`config.mk`:
```
export PLATFORM = sky130hd
export DESIGN_NAME = rect_motion_ctl
export DESIGN_NICKNAME = d
export VERILOG_FILES = /design/src/rtl/vga_pkg.sv /design/src/rtl/rect_motion_ctl_tick_gen.sv /design/src/rtl/rect_motion_ctl.sv
export SDC_FILE = /design/constraint.sdc
export NUM_CORES = 1
export LEC_CHECK = 0
export ABC_AREA = 0
export CORE_ASPECT_RATIO = 0.8
export CORE_MARGIN = 1.5
export CORE_UTILIZATION = 60
export DETAILED_ROUTE_END_ITERATION = 8
export GPL_TIMING_DRIVEN = 0
export HOLD_SLACK_MARGIN = 0.05
export PLACE_DENSITY = 0.8
export SYNTH_ARGS = -nofsm -noshare
export SYNTH_HDL_FRONTEND = slang
export SYNTH_HIERARCHICAL = 1
export SYNTH_SLANG_ARGS = --single-unit
```
`constraint.sdc`:
```
create_clock -name clk -period 4.2 [get_ports clk]
set_clock_uncertainty 0.1 [all_clocks]
set_input_delay 1.26 -clock clk [delete_from_list [all_inputs] [get_ports clk]]
set_output_delay 1.26 -clock clk [all_outputs]
set_load 0.05 [all_outputs]
```
`src/rtl/vga_pkg.sv`:
```
// Shared VGA game constants and the rectangle motion state type.
// Defaults assume a 600-line visible frame and a 4M-cycle motion tick.
package vga_pkg;

    localparam int unsigned VER_PIXELS         = 600;
    localparam int unsigned MOTION_Y_MAX       = VER_PIXELS - 1;
    localparam int unsigned MOTION_TICK_CYCLES = 4_000_000;

    typedef enum logic [1:0] {
        IDLE,
        FALL,
        RISE,
        LANDED
    } motion_state_t;

    // Counter width that stays legal for a modulus of 1.
    function automatic int unsigned cnt_width(input int unsigned modulus);
        return (modulus > 1) ? $clog2(modulus) : 1;
    endfunction

endpackage

```
`src/rtl/rect_motion_ctl_tick_gen.sv`:
```
// Modulo-TICK_CYCLES counter producing a one-cycle tick on its last count.
// clr restarts the phase; en low freezes the count and suppresses the tick.
module tick_gen
    import vga_pkg::*;
#(
    parameter int unsigned TICK_CYCLES = MOTION_TICK_CYCLES
) (
    input  logic clk,
    input  logic rst_n,
    input  logic clr,
    input  logic en,
    output logic tick
);

    localparam int unsigned      CNT_W = cnt_width(TICK_CYCLES);
    localparam logic [CNT_W-1:0] LAST  = CNT_W'(TICK_CYCLES - 1);

    logic [CNT_W-1:0] cnt_q;
    logic [CNT_W-1:0] cnt_d;

    always_comb begin
        cnt_d = cnt_q;
        if (clr) begin
            cnt_d = '0;
        end else if (en) begin
            cnt_d = (cnt_q == LAST) ? '0 : cnt_q + 1'b1;
        end
    end

    always_ff @(posedge clk) begin
        if (!rst_n) begin
            cnt_q <= '0;
        end else begin
            cnt_q <= cnt_d;
        end
    end

    assign tick = (cnt_q == LAST) & en;

endmodule

```
`src/rtl/rect_motion_ctl.sv`:
```
// Vertical motion controller for the game rectangle: timed fall, bounded
// lift on button press, saturation at top/bottom bounds, and pause.
module rect_motion_ctl
    import vga_pkg::*;
#(
    parameter int unsigned POS_W       = 12,
    parameter int unsigned TICK_CYCLES = MOTION_TICK_CYCLES,
    parameter int unsigned STEP        = 1,
    parameter int unsigned Y_MIN       = 0,
    parameter int unsigned Y_MAX       = MOTION_Y_MAX,
    parameter int unsigned RISE_TICKS  = 8
) (
    input  logic             clk,
    input  logic             rst_n,
    input  logic             start,
    input  logic             lift,
    input  logic             pause,
    output logic [POS_W-1:0] ypos,
    output logic             moving,
    output logic             landed,
    output logic             at_top
);

    if (TICK_CYCLES < 1) begin : g_bad_tick
        $error("rect_motion_ctl: TICK_CYCLES must be >= 1");
    end
    if (Y_MIN >= Y_MAX) begin : g_bad_bounds
        $error("rect_motion_ctl: Y_MIN must be below Y_MAX");
    end
    if (STEP < 1 || STEP > Y_MAX - Y_MIN) begin : g_bad_step
        $error("rect_motion_ctl: STEP must be in 1..Y_MAX-Y_MIN");
    end
    if (RISE_TICKS < 1) begin : g_bad_rise
        $error("rect_motion_ctl: RISE_TICKS must be >= 1");
    end
    if (64'(Y_MAX) >= (64'd1 << POS_W)) begin : g_bad_width
        $error("rect_motion_ctl: Y_MAX does not fit in POS_W bits");
    end

    localparam int unsigned      RC_W       = $clog2(RISE_TICKS + 1);
    localparam logic [POS_W-1:0] YMIN_V     = POS_W'(Y_MIN);
    localparam logic [POS_W-1:0] YMAX_V     = POS_W'(Y_MAX);
    localparam logic [POS_W-1:0] STEP_V     = POS_W'(STEP);
    localparam logic [POS_W-1:0] RISE_FLOOR = POS_W'(Y_MIN + STEP);
    localparam logic [RC_W-1:0]  RISE_V     = RC_W'(RISE_TICKS);

    motion_state_t    state_q, state_d;
    logic [POS_W-1:0] ypos_q, ypos_d;
    logic [RC_W-1:0]  rise_q, rise_d;
    logic             start_q, lift_q;
    logic             moving_q, moving_d;
    logic             landed_q, landed_d;
    logic             at_top_q, at_top_d;

    logic             start_e, lift_e;
    logic             tick, tick_clr;
    logic [POS_W:0]   fall_sum;
    logic [POS_W-1:0] fall_y, rise_y;

    // Phase restarts on every state change so the first step is a full period away.
    tick_gen #(
        .TICK_CYCLES(TICK_CYCLES)
    ) u_tick (
        .clk  (clk),
        .rst_n(rst_n),
        .clr  (tick_clr),
        .en   (~pause),
        .tick (tick)
    );

    // Pause masks edges and tick, which by itself freezes every transition below.
    assign start_e  = start & ~start_q & ~pause;
    assign lift_e   = lift & ~lift_q & ~pause;
    assign fall_sum = {1'b0, ypos_q} + {1'b0, STEP_V};
    assign fall_y   = (fall_sum >= {1'b0, YMAX_V}) ? YMAX_V : fall_sum[POS_W-1:0];
    assign rise_y   = (ypos_q <= RISE_FLOOR) ? YMIN_V : ypos_q - STEP_V;
    assign tick_clr = (state_d != state_q);

    always_comb begin
        state_d  = state_q;
        ypos_d   = ypos_q;
        rise_d   = rise_q;
        landed_d = 1'b0;
        unique case (state_q)
            IDLE: begin
                ypos_d = YMIN_V;
                if (start_e) begin
                    state_d = FALL;
                end
            end
            FALL: begin
                if (lift_e) begin
                    state_d = RISE;
                    rise_d  = RISE_V;
                end else if (tick) begin
                    ypos_d = fall_y;
                    if (fall_y == YMAX_V) begin
                        state_d  = LANDED;
                        landed_d = 1'b1;
                    end
                end
            end
            RISE: begin
                if (lift_e) begin
                    rise_d = RISE_V;
                end else if (tick) begin
                    ypos_d = rise_y;
                    rise_d = rise_q - 1'b1;
                    if (rise_q == RC_W'(1) || rise_y == YMIN_V) begin
                        state_d = FALL;
                    end
                end
            end
            LANDED: begin
                if (start_e) begin
                    state_d = FALL;
                    ypos_d  = YMIN_V;
                end
            end
            default: begin
                state_d = IDLE;
                ypos_d  = YMIN_V;
            end
        endcase
        moving_d = (state_d == FALL) || (state_d == RISE);
        at_top_d = (ypos_d == YMIN_V);
    end

    always_ff @(posedge clk) begin
        if (!rst_n) begin
            state_q  <= IDLE;
            ypos_q   <= YMIN_V;
            rise_q   <= '0;
            start_q  <= 1'b0;
            lift_q   <= 1'b0;
            moving_q <= 1'b0;
            landed_q <= 1'b0;
            at_top_q <= 1'b1;
        end else begin
            state_q  <= state_d;
            ypos_q   <= ypos_d;
            rise_q   <= rise_d;
            start_q  <= start;
            lift_q   <= lift;
            moving_q <= moving_d;
            landed_q <= landed_d;
            at_top_q <= at_top_d;
        end
    end

    assign ypos   = ypos_q;
    assign moving = moving_q;
    assign landed = landed_q;
    assign at_top = at_top_q;

endmodule

```
=== Yosys cells after proc, flatten, opt, wreduce, memory -nomap -nowiden ===
Index checks and enable logic that the tools add are counted.
Widths: inputs -> output; s select.

* Add/subtract/negate cells: 4
* $mul: 0
* Divide/modulo/power cells: 0
* Order comparisons: 2
* Eq/ne operators: 11
* Shift-type cells: 0
* Mux-type cells: 22
* Bitwise operators: 11
* Reduce and logical (&&, ||, !) cells: 10

{| class="wikitable"
|+ Operators by type and width
! cell !! count
|-
| $mux 12 || 7
|-
| $pmux 12 s4 || 1
|-
| $logic_not 12->1 || 2
|-
| $add 22x1->22 const B || 1
|-
| $eq 22x22->1 const B || 1
|-
| $mux 22 || 1
|-
| $mux 2 || 7
|-
| $add 12x1->13 const B || 1
|-
| $ge 13x10->1 const B || 1
|-
| $eq 12x10->1 const B || 1
|-
| $le 12x1->1 const B || 1
|-
| $mux 4 || 3
|-
| $sub 12x1->12 const B || 1
|-
| $pmux 4 s2 || 1
|-
| $eq 2x2->1 const B || 3
|-
| $not 1->1 || 6
|-
| $pmux 2 s3 || 1
|-
| $and 1x1->1 || 5
|-
| $eq 2x1->1 const B || 2
|-
| $eq 4x1->1 const B || 1
|-
| $reduce_or 2->1 || 2
|-
| $reduce_or 4->1 || 1
|-
| $sub 4x1->4 const B || 1
|-
| $ne 3x3->1 const B || 1
|-
| other kinds (7) || 8
|}

* Flip-flop bits (word level): 45
* Bits in latches: 0
* Bits in writable memories: 0
* Memory bits (read-only): 0
* Input bits: 5
* Output and inout bits: 15
* Logic and storage cells: 69
* Memories: 0

=== Logic depth before layout (Yosys ltp) ===
Gate-level depths: netlist of run 1.

* Depth after elaboration: 10
* Depth in mapped cells: 16
* Gate-level depth less buffers: 13

=== Hierarchy ===
Netlist of run 1, hierarchy kept.

{| class="wikitable"
|+ By module, submodules not included
! module !! times used !! cells each !! area each (um^2) !! seq. area each (um^2)
|-
| rect_motion_ctl || 1 || 299 || 2259.7 || 460.4
|-
| tick_gen || 1 || 131 || 1082.3 || 440.4
|}

=== Worst setup path after synthesis of run 1 ===
No wires, ideal clock.

* Kind: input port to flip-flop
* From: in pause
* To: reg at_top_q, in the netlist at_top
* Library setup time: 0.096 ns
* Arrival: 3.703 ns
* Data required time: 4.004 ns
* Path slack: 0.301 ns
* Cell stages on the path: 11
* Buffers on the path: 0
* Cell sequence: inv_1 > and3_1 > nand3_1 > nor3_1 > nand2_1 > a211o_1 > a2bb2oi_1 > nor2_1 > nor2_1 > or4b_1 > o41ai_2

* Word-level cells in the longest chain between the ends: 6
* Elaborated cells between the ends (all ways): 11
* Classes of those cells: mux: 6; bitwise: 4; reduce/logical: 1

{| class="wikitable"
|+ RTL lines
! what !! line !! RTL
|-
| start: declaration || rect_motion_ctl.sv:17 || <nowiki>input logic pause,</nowiki>
|-
| $not 1->1 (*) || rect_motion_ctl.sv:67 || <nowiki>.en (~pause),</nowiki>
|-
| $and 1x1->1 (*) || rect_motion_ctl_tick_gen.sv:38 || <nowiki>assign tick = (cnt_q == LAST) & en;</nowiki>
|-
| via tick || rect_motion_ctl.sv:56 || <nowiki>logic tick, tick_clr;</nowiki>
|-
| $mux 12 (on tied branches) || rect_motion_ctl.sv:106, rect_motion_ctl.sv:95 ||
|-
| $mux 12 (on tied branches) || rect_motion_ctl.sv:104, rect_motion_ctl.sv:92 ||
|-
| $pmux 12 s4 (*) || rect_motion_ctl.sv:84 || <nowiki>unique case (state_q)</nowiki>
|-
| $logic_not 12->1 (*) || rect_motion_ctl.sv:126 || <nowiki>at_top_d = (ypos_d == YMIN_V);</nowiki>
|-
| end signal: assignment || rect_motion_ctl.sv:147 || <nowiki>at_top_q <= at_top_d;</nowiki>
|-
| end: declaration || rect_motion_ctl.sv:53 || <nowiki>logic at_top_q, at_top_d;</nowiki>
|}

The timed path passes the listed nets; every way through them passes the cells marked *.
A chain may end at the register's enable or synchronous reset.

=== Final worst setup path of run 1 ===
Ends and elaborated chain as after synthesis.

==> flow_summary.toml, run 1 <==
[outcome]
status = "completed"

[critical_path]
cp-end-kind = "register"
path_class = "in -> reg"
cp.required_ns = 4.30
worstPathArrival_ns = 4.23
start_kind = "input port"
path_max_fanout = 5

[clocking]
cts-root-buf = "clkbuf_8"
cts_buffer_depth = 2
clock_latency_ns = 0.30
htree_levels = 2
cts.clk_slew.worst_paths_ns = 0.08
numClockSinks = 45
cts_buffers = 5
cts_tree = "yes"
postCtsHoldBufs = 0

[sta]
rsz0062_at_grt = "true"
finalHoldViolations = 0
slew_headroom = 0.467
tightest_slew_ns = 0.792
period_share = 0.983
slew_violations = 0
fmax_ghz = 0.242
setup_viol = 0
holdWs_ns = 0.395
fin_tns_setup_ns = 0
fin_crit_ns = 4.13

[power]
cell_internal_pwr_uw = 635
swShare = 0.244
leakagePower_uw = 0.00135
pwr-share-comb = 0.097
power_frac_clock = 0.382
seq_power_share = 0.521
p_per_area_nw_per_um2 = 220
vdd_ir_drop_max_mv = 0.219
p_switching_uw = 205

[grt]
grt_pass1_wl_mm = 15.5
grt_usage = 0.321
grt_max_degree = 14
overflow = 0
grt_pass1_vias = 3162
antenna_found_initial = 0

[logic_synthesis]
synthCells = 430
avgSynthCellArea_um2 = 7.77
syn_area_um2 = 3340
synth_cell_type_count = 72
synth_nets = 446
synth_seq_area_share = 0.270
yosysWarningCount = 6
synth_edf_count = 0
ys_async_sr_fraction = 0
synth_ff_type = "dfxtp_1"
ys_ff_latch = 45

[detailed_routing]
drtIter0Drc = 543
ant_nets = 0
drt_pass1_iterations = 5
avgRoutedWirePerCell_um = 17.7
viasPerCell = 6.55
routed_wl_mm = 9.30
vias = 3445
drcViolationCount = 0

[run]
maxCapViolations = 0

[final_layout]
nets = 477
layout-drive-gt1-share = 0.139
layout_commonest_cell = "nor2_1"
instances_no_fill = 526
final_util = 0.708
fin_area_um2 = 3830
antenna_cells = 0
area_growth_pct = 14.6
final_cell_mix = "nor2_1 (46), dfxtp_1 (45), a21oi_1 (29)"

[hold_path]
worstHoldPathType = "reg -> reg"

[placement]
dp.cells = 514
dp_hpwl_mm = 6.75
gp_congestion = 0.987
io_buffers = 19
placed_cell_area_um2 = 3610

[die]
die_h_um = 69.8
num_rows = 24
io_pins = 20
die_w_um = 86.4
start_util = 0.618
core_um2 = 5410
die_area_um2 = 6030
-- synth_stat cells, drive strengths merged, types with 7 or more instances --
| cell type | n | share of area |
|---|---|---|
| inv | 20 | 0.022 |
| buf | 12 | 0.027 |
| nand4 | 11 | 0.030 |
| a21oi | 30 | 0.045 |
| ha | 11 | 0.041 |
| o211ai | 7 | 0.017 |
| o21ai | 22 | 0.033 |
| xor2 | 9 | 0.026 |
| and2 | 16 | 0.031 |
| nor2 | 46 | 0.052 |
| nand2 | 21 | 0.024 |
| a31oi | 13 | 0.026 |
| dfxtp | 45 | 0.27 |
| nor4 | 14 | 0.035 |
| nor3 | 19 | 0.028 |
| xnor2 | 13 | 0.034 |
| or4 | 8 | 0.020 |
| clkbuf | 17 | 0.019 |
| nand3 | 18 | 0.028 |
-- path summary, 6_finish.rpt --
path,from,end,slack (ns),cells past startpoint
worst max register to register,ypos[0]$_SDFF_PN0_,u_tick/cnt_q[7]$_SDFFE_PP0P_,0.21,15
worst min register to register,u_tick/cnt_q[20]$_SDFFE_PP0P_,u_tick/cnt_q[20]$_SDFFE_PP0P_,0.39,2
worst min-delay path,u_tick/cnt_q[20]$_SDFFE_PP0P_,u_tick/cnt_q[20]$_SDFFE_PP0P_,0.39,2
worst max-delay path,pause,at_top$_SDFF_PN1_,0.07,12
-- sequential cells by signal (all words and copies together) (netlist names) --
| name | count |
|---|---|
| u_tick/cnt_q | 22 |
| ypos | 12 |
| rise_q | 4 |
| state_q | 2 |
| at_top | 1 |
| landed | 1 |
| lift_q | 1 |
| moving | 1 |
| start_q | 1 |
-- per-stage QoR --
| stage | total power, uW | worst slack (ns) |
|---|---|---|
| floorplan | 500 | 0.301 |
| global placement | 522 | -0.722 |
| detailed placement | 523 | -0.757 |
| CTS | 839 | 0.0547 |
| global route | 871 | -0.0897 |
| finish | 841 | 0.0709 |
-- critical path, cell delays in order --
cell and delay (ns):
clkdlybuf4s50_1 0.46, inv_1 0.09, and3_2 0.23, nand3_2 0.13, nor3_4 0.34, a21oi_2 0.10, or2_4 0.28, o21bai_1 0.16
a22oi_1 0.24, a2bb2oi_2 0.25, nand4_1 0.26, o41ai_2 0.42
-- power by group through the flow --
stage	Sequential, uW	Combinational (uW)	Clock (uW)
final	438	81.3	321
after global routing	439	88.7	344
after floorplan	450	50.7	0
after detailed placement	448	75.3	0
after global placement	447	74.5	0
after CTS	438	75.8	325
-- repair_timing --
| item | 4_1_cts | 5_1_grt |
|---|---|---|
| cloned | 0 | 0 |
| pin swaps | 1 | 4 |
| setup endpoints to repair | 24 | 21 |
| setup buffers | 1 | 5 |
| gates resized for setup | 4 | 23 |
-- kinds of logic (layout without fill, tap and decap cells) --
family | after synthesis | after routing | synth area share
AO/OA/AOI/OAI | 112 | 112 | 0.225
XOR/XNOR | 22 | 22 | 0.0599
adder cells (fa/ha/maj) | 11 | 11 | 0.0412
buffers and inverters | 49 | 80 | 0.0681
flip-flops | 45 | 45 | 0.270
multiplexers | 4 | 4 | 0.0120
AND/OR/NAND/NOR | 187 | 187 | 0.325
-- final cells by class --
| cell class | count | area [um^2] |
|---|---|---|
| multi-input cells | 336 | 2270 |
| clock buffers | 5 | 68.8 |
| fillers | 473 | 1580 |
| inverters | 20 | 75.1 |
| plain buffers | 28 | 159 |
| repair buffers | 25 | 235 |
| flip-flops and latches | 45 | 901 |
| well taps | 65 | 81.3 |
| clock inverters | 2 | 35.0 |
-- metal layers --
| metal | track usage | vias to the layer above | wire length, um |
|---|---|---|---|
| li1 | - | 1643 | - |
| met2 | 0.455 | 169 | 3820 |
| met4 | 0.0681 | 0 | 174 |
| met3 | 0.0667 | 27 | 929 |
| met1 | 0.495 | 1606 | 4380 |
| met5 | 0 | - | 0 |
Note: power is estimated with default switching activity, not from simulation.
==> run 2: changes to the inputs <==
MAX_ROUTING_LAYER = met4   (was not set)
==> run 2 against run 1 <==
  * Via count fell by 0.44%
  * Critical endpoint unchanged
  * First-iteration DRC count decreased by 34%
  * Highest routed layer unchanged
  * Global-route usage rose by 1.5 points
  * Clock-buffer cell count stayed put
  * Sequential share of layout area grew 0.21 points
  * Hold slack got worse by 0.011 ns
==> flow_summary.toml, run 2 (synthesis results as in run 1) <==
[outcome]
status = "completed"

[die]
core_um2 = 5410
die_area_um2 = 6030
io_pins = 20
die_w_um = 86.4
num_rows = 24
die_h_um = 69.8
start_util = 0.618

[sta]
slew_violations = 0
setup_viol = 0
period_share = 0.974
fmax_ghz = 0.244
finalHoldViolations = 0
slew_headroom = 0.388
rsz0062_at_grt = "true"
holdWs_ns = 0.383
fin_crit_ns = 4.09
tightest_slew_ns = 0.910

[grt]
overflow = 0
grt_usage = 0.336
antenna_found_initial = 0
grt_pass1_wl_mm = 15.6
grt_max_degree = 14
grt_pass1_vias = 3159

[detailed_routing]
avgRoutedWirePerCell_um = 18.0
drt_pass1_iterations = 5
drcViolationCount = 0
routed_wl_mm = 9.41
viasPerCell = 6.57
drtIter0Drc = 358
ant_nets = 0
vias = 3430

[power]
leakagePower_uw = 0.00133
p_per_area_nw_per_um2 = 221
p_total_uw = 838
vdd_ir_drop_max_mv = 0.171

[hold_path]
min_path_cells = 2
hold_start = "u_tick/cnt_q[20]$_SDFFE_PP0P_"
hold_end = "u_tick/cnt_q[20]$_SDFFE_PP0P_"
worstHoldPathType = "reg -> reg"

[critical_path]
worstPathArrival_ns = 4.18
path_cells = "clkdlybuf4s50_1 -> inv_1 -> and3_2 -> nand3_2 -> nor3_4 -> nand2_4 -> a211o_1 -> a2bb2oi_1 -> nor2_1 -> nor2_1 -> or4b_1 -> o41ai_2"
cpMaxStageDelayCell = "clkdlybuf4s50_1"
start_kind = "input port"
cp-end-kind = "register"
path_class = "in -> reg"
cpMostUsedCell = "nor2_1"
r2r-end = "u_tick/cnt_q[3]$_SDFFE_PP0P_"
critPathMaxStageDelay_ns = 0.47
path_max_fanout = 9
regToRegStartpoint = "ypos[0]$_SDFF_PN0_"
critPathBufInv = 2
reg2reg_depth = 15
critPathTopFamily = "simple AND/OR/NAND/NOR gates"
r2r_slack_ns = 0.17
cp.required_ns = 4.29

[clocking]
htree_levels = 2
cts.clk_slew.worst_paths_ns = 0.09
postCtsHoldBufs = 0
clock_latency_ns = 0.30
cts_buffer_depth = 2
numClockSinks = 45
cts_tree = "yes"
cts_buffers = 5
cts-root-buf = "clkbuf_8"

[placement]
dp.cells = 514
gp_congestion = 0.994
io_buffers = 19
dp_hpwl_mm = 6.93
placed_cell_area_um2 = 3610

[final_layout]
largest_reg_flops = 22
layout-drive-gt1-share = 0.123
nets = 473
instances_no_fill = 522
largest_register = "u_tick/cnt_q"
area_growth_pct = 13.6
fin_area_um2 = 3790
final_cell_mix = "nor2_1 (46), dfxtp_1 (45), a21oi_1 (30)"
antenna_cells = 0
layout_commonest_cell = "nor2_1"
final_util = 0.702

[run]
maxCapViolations = 0
[run 2: cell types whose count changed in the layout (fill, tap and decap cells not counted)]
| cell | delta |
|---|---|
| clkbuf_1 | +1 |
| a21o_1 | +1 |
| and2_4 | -1 |
| a21oi_1 | +1 |
| a21oi_2 | -1 |
| a21o_4 | -1 |
| and2_1 | +1 |
| a41oi_4 | +1 |
| clkbuf_4 | -1 |
| buf_4 | -3 |
| a41oi_2 | -1 |
| clkbuf_2 | -1 |
[run 2: metrics by stage]
step	setup slack, ns	setup TNS [ns]
2_1_floorplan	0.301	0
3_3_place_gp	-0.741	-16.87
3_5_place_dp	-0.853	-19.78
4_1_cts	0.0683	0
5_1_grt	-0.0274	-0.198
6_report	0.107	0
[run 2: final cells by class]
type                       count  area [um^2]
clock inverter                 2         35.0
buffer                        29          165
multi-input combinational    336         2270
inverter                      20         75.1
timing repair buffer          20          198
sequential                    45          901
fill                         482         1610
tap                           65         81.3
clock buffer                   5         68.8
[run 2: repair_timing]
action	CTS	global route
setup endpoints to repair	24	21
buffers inserted	1	0
pin swaps	1	1
gates resized for setup	6	19
[run 2: worst max-delay path by stage]
stage                                         end   from  slack (ns)  depth (start not counted)
global placement    u_tick/cnt_q[10]$_SDFFE_PP0P_  pause       -0.74                         15
CTS                             at_top$_SDFF_PN1_  pause        0.07                         11
detailed placement   u_tick/cnt_q[5]$_SDFFE_PP0P_  pause       -0.85                         15
finish                          at_top$_SDFF_PN1_  pause        0.11                         12
floorplan                       at_top$_SDFF_PN1_  pause        0.30                         11
global route        u_tick/cnt_q[13]$_SDFFE_PP0P_  pause       -0.03                         13
[run 2: worst min-delay path: cells and delay by family, from the launching register on]
family	cells	cell delay [ns]
flops	1	0.32
compound gates	2	0.11
[run 2: metal layers]
metal  wire length (um)  GRT usage
met1               4420      0.503
met2               3920      0.461
met3                937     0.0667
met4                132     0.0806
met5                  0          -
[run 2: power breakdown]
part	switching, uW	total, uW	leakage, uW	internal [uW]
Combinational	51.8	82.9	0.000908	31.1
Clock	144	317	0.0000540	173
Sequential	5.89	438	0.000364	432
Total	202	838	0.00133	636
==> run 3: changes to the inputs <==
CORE_MARGIN = 2   (was 1.5)
==> run 3 against run 2 <==
  * Register-to-register slack better by 0.14 ns
  * Via count is 1.1% higher
  * Routed wire length is 3.0% higher
  * Non-clock buffer count is 6 higher
  * Design area is 1.7% higher
  * Clock-buffer cell count stayed put
  * Setup slack better by 0.059 ns
  * Combinational power is 4.6% higher
  * Clock power hardly changed
==> flow_summary.toml, run 3 (synthesis results as in run 1) <==
[run]
maxCapViolations = 0

[sta]
rsz0062_at_grt = "false"
fin_ws_ns = 0.166
tightest_slew_ns = 0.859
period_share = 0.960
fin_tns_setup_ns = 0
fin_crit_ns = 4.03
setup_viol = 0
finalHoldViolations = 0
slew_headroom = 0.418
slew_violations = 0
fmax_ghz = 0.248

[placement]
gp_congestion = 0.995
dp_hpwl_mm = 7.03
io_buffers = 19
dp.cells = 514
place_ws_ns = -0.785
placed_cell_area_um2 = 3610

[final_layout]
instances_no_fill = 528
area_growth_pct = 15.5
fin_area_um2 = 3860
layout-drive-gt1-share = 0.143
layout_commonest_cell = "nor2_1"
largest_register = "u_tick/cnt_q"
antenna_cells = 0
largest_reg_flops = 22
nets = 479
final_cell_mix = "nor2_1 (46), dfxtp_1 (45), a21oi_1 (30)"

[critical_path]
path_max_fanout = 8
worstPathArrival_ns = 4.12
path_cells = "clkdlybuf4s50_1 -> or3b_2 -> nand3_4 -> a21o_1 -> nor4_1 -> a21oi_1 -> a31oi_1 -> or4b_1 -> o41ai_2"
critPathBufInv = 1
cp.required_ns = 4.29
cp-end-kind = "register"
path_class = "in -> reg"
critPathMaxStageDelay_ns = 0.59
critPathTopFamily = "simple AND/OR/NAND/NOR gates"
cpMaxStageDelayCell = "or3b_2"
start_kind = "input port"
r2r_slack_ns = 0.31

[clocking]
cts.clk_slew.worst_paths_ns = 0.08
numClockSinks = 45
htree_levels = 2
cts_tree = "yes"
cts_buffers = 5
clock_latency_ns = 0.30
cts_buffer_depth = 2
cts-root-buf = "clkbuf_8"
postCtsHoldBufs = 0

[power]
p_per_area_nw_per_um2 = 219
leakagePower_uw = 0.00136
vdd_ir_drop_max_mv = 0.150

[grt]
antenna_found_initial = 0
grt_pass1_wl_mm = 15.9
grt_usage = 0.334
grt_pass1_vias = 3223
overflow = 0
grt_max_degree = 14

[die]
io_pins = 20
core_um2 = 5410
die_w_um = 87.4
die_area_um2 = 6190
die_h_um = 70.8
start_util = 0.618
num_rows = 24

[detailed_routing]
drcViolationCount = 0
avgRoutedWirePerCell_um = 18.3
routed_wl_mm = 9.69
drtIter0Drc = 417
vias = 3467
drt_pass1_iterations = 5
ant_nets = 0
viasPerCell = 6.57

[outcome]
status = "completed"

[hold_path]
worstHoldPathType = "reg -> reg"
run 3: cell types whose count changed in the layout (fill, tap and decap cells not counted), sizes merged:
cell           delta
clkdlybuf4s50     -1
buf               +8
dlymetal6s2s      +1
clkbuf            -2
run 3: worst paths after layout:
check | startpoint | to | cells after the start
max | lift | at_top$_SDFF_PN1_ | 9
min | u_tick/cnt_q[21]$_SDFFE_PP0P_ | u_tick/cnt_q[21]$_SDFFE_PP0P_ | 2
max reg2reg | ypos[0]$_SDFF_PN0_ | u_tick/cnt_q[9]$_SDFFE_PP0P_ | 15
min reg2reg | u_tick/cnt_q[21]$_SDFFE_PP0P_ | u_tick/cnt_q[21]$_SDFFE_PP0P_ | 2
run 3: final cells by class:
cell class,instances,area (um^2)
tap,65,81.3
fill,442,1550
sequential,45,901
multi-input combinational,336,2290
timing repair buffer,27,248
inverter,20,75.1
buffer,28,165
clock buffer,5,68.8
clock inverter,2,35.0
run 3: repair_timing:
item,in CTS,in global routing
pin swaps,1,4
cloned,0,2
resized for setup,4,34
endpoints found under the setup margin,24,21
buffers inserted,1,5
run 3: through the flow:
step                 util  hold slack (ns)  total power [uW]
floorplan               -            0.348               500
global placement    0.669            0.361               521
global route        0.714            0.420               871
finish              0.714            0.394               844
CTS                 0.692            0.390               840
detailed placement  0.669            0.380               524
run 3: report_power, final:
part	total (uW)	internal [uW]	leakage, uW	switching, uW
Clock	318	173	0.0000540	145
Sequential	438	432	0.000364	6.33
Combinational	86.7	32.9	0.000946	53.8
Total	844	638	0.00136	206
run 3: worst register-to-register path: stages (launching register included):
cell	delay [ns]
dfxtp_1	0.39
buf_2	0.21
inv_1	0.15
ha_2	0.28
or3b_2	0.55
nor3_1	0.27
mux2i_1	0.29
nand3_1	0.16
o22ai_2	0.20
a41oi_2	0.19
a21oi_1	0.20
nand4b_1	0.15
inv_1	0.05
o311ai_1	0.22
buf_2	0.30
nor2_1	0.06
run 3: metal layers:
metal  vias up  track usage  routed length (um)
li1       1644            -                   -
met1      1579        0.500                4470
met2       228        0.454                4000
met3        16       0.0723                1120
met4         0       0.0838                 106
met5         -            -                   0
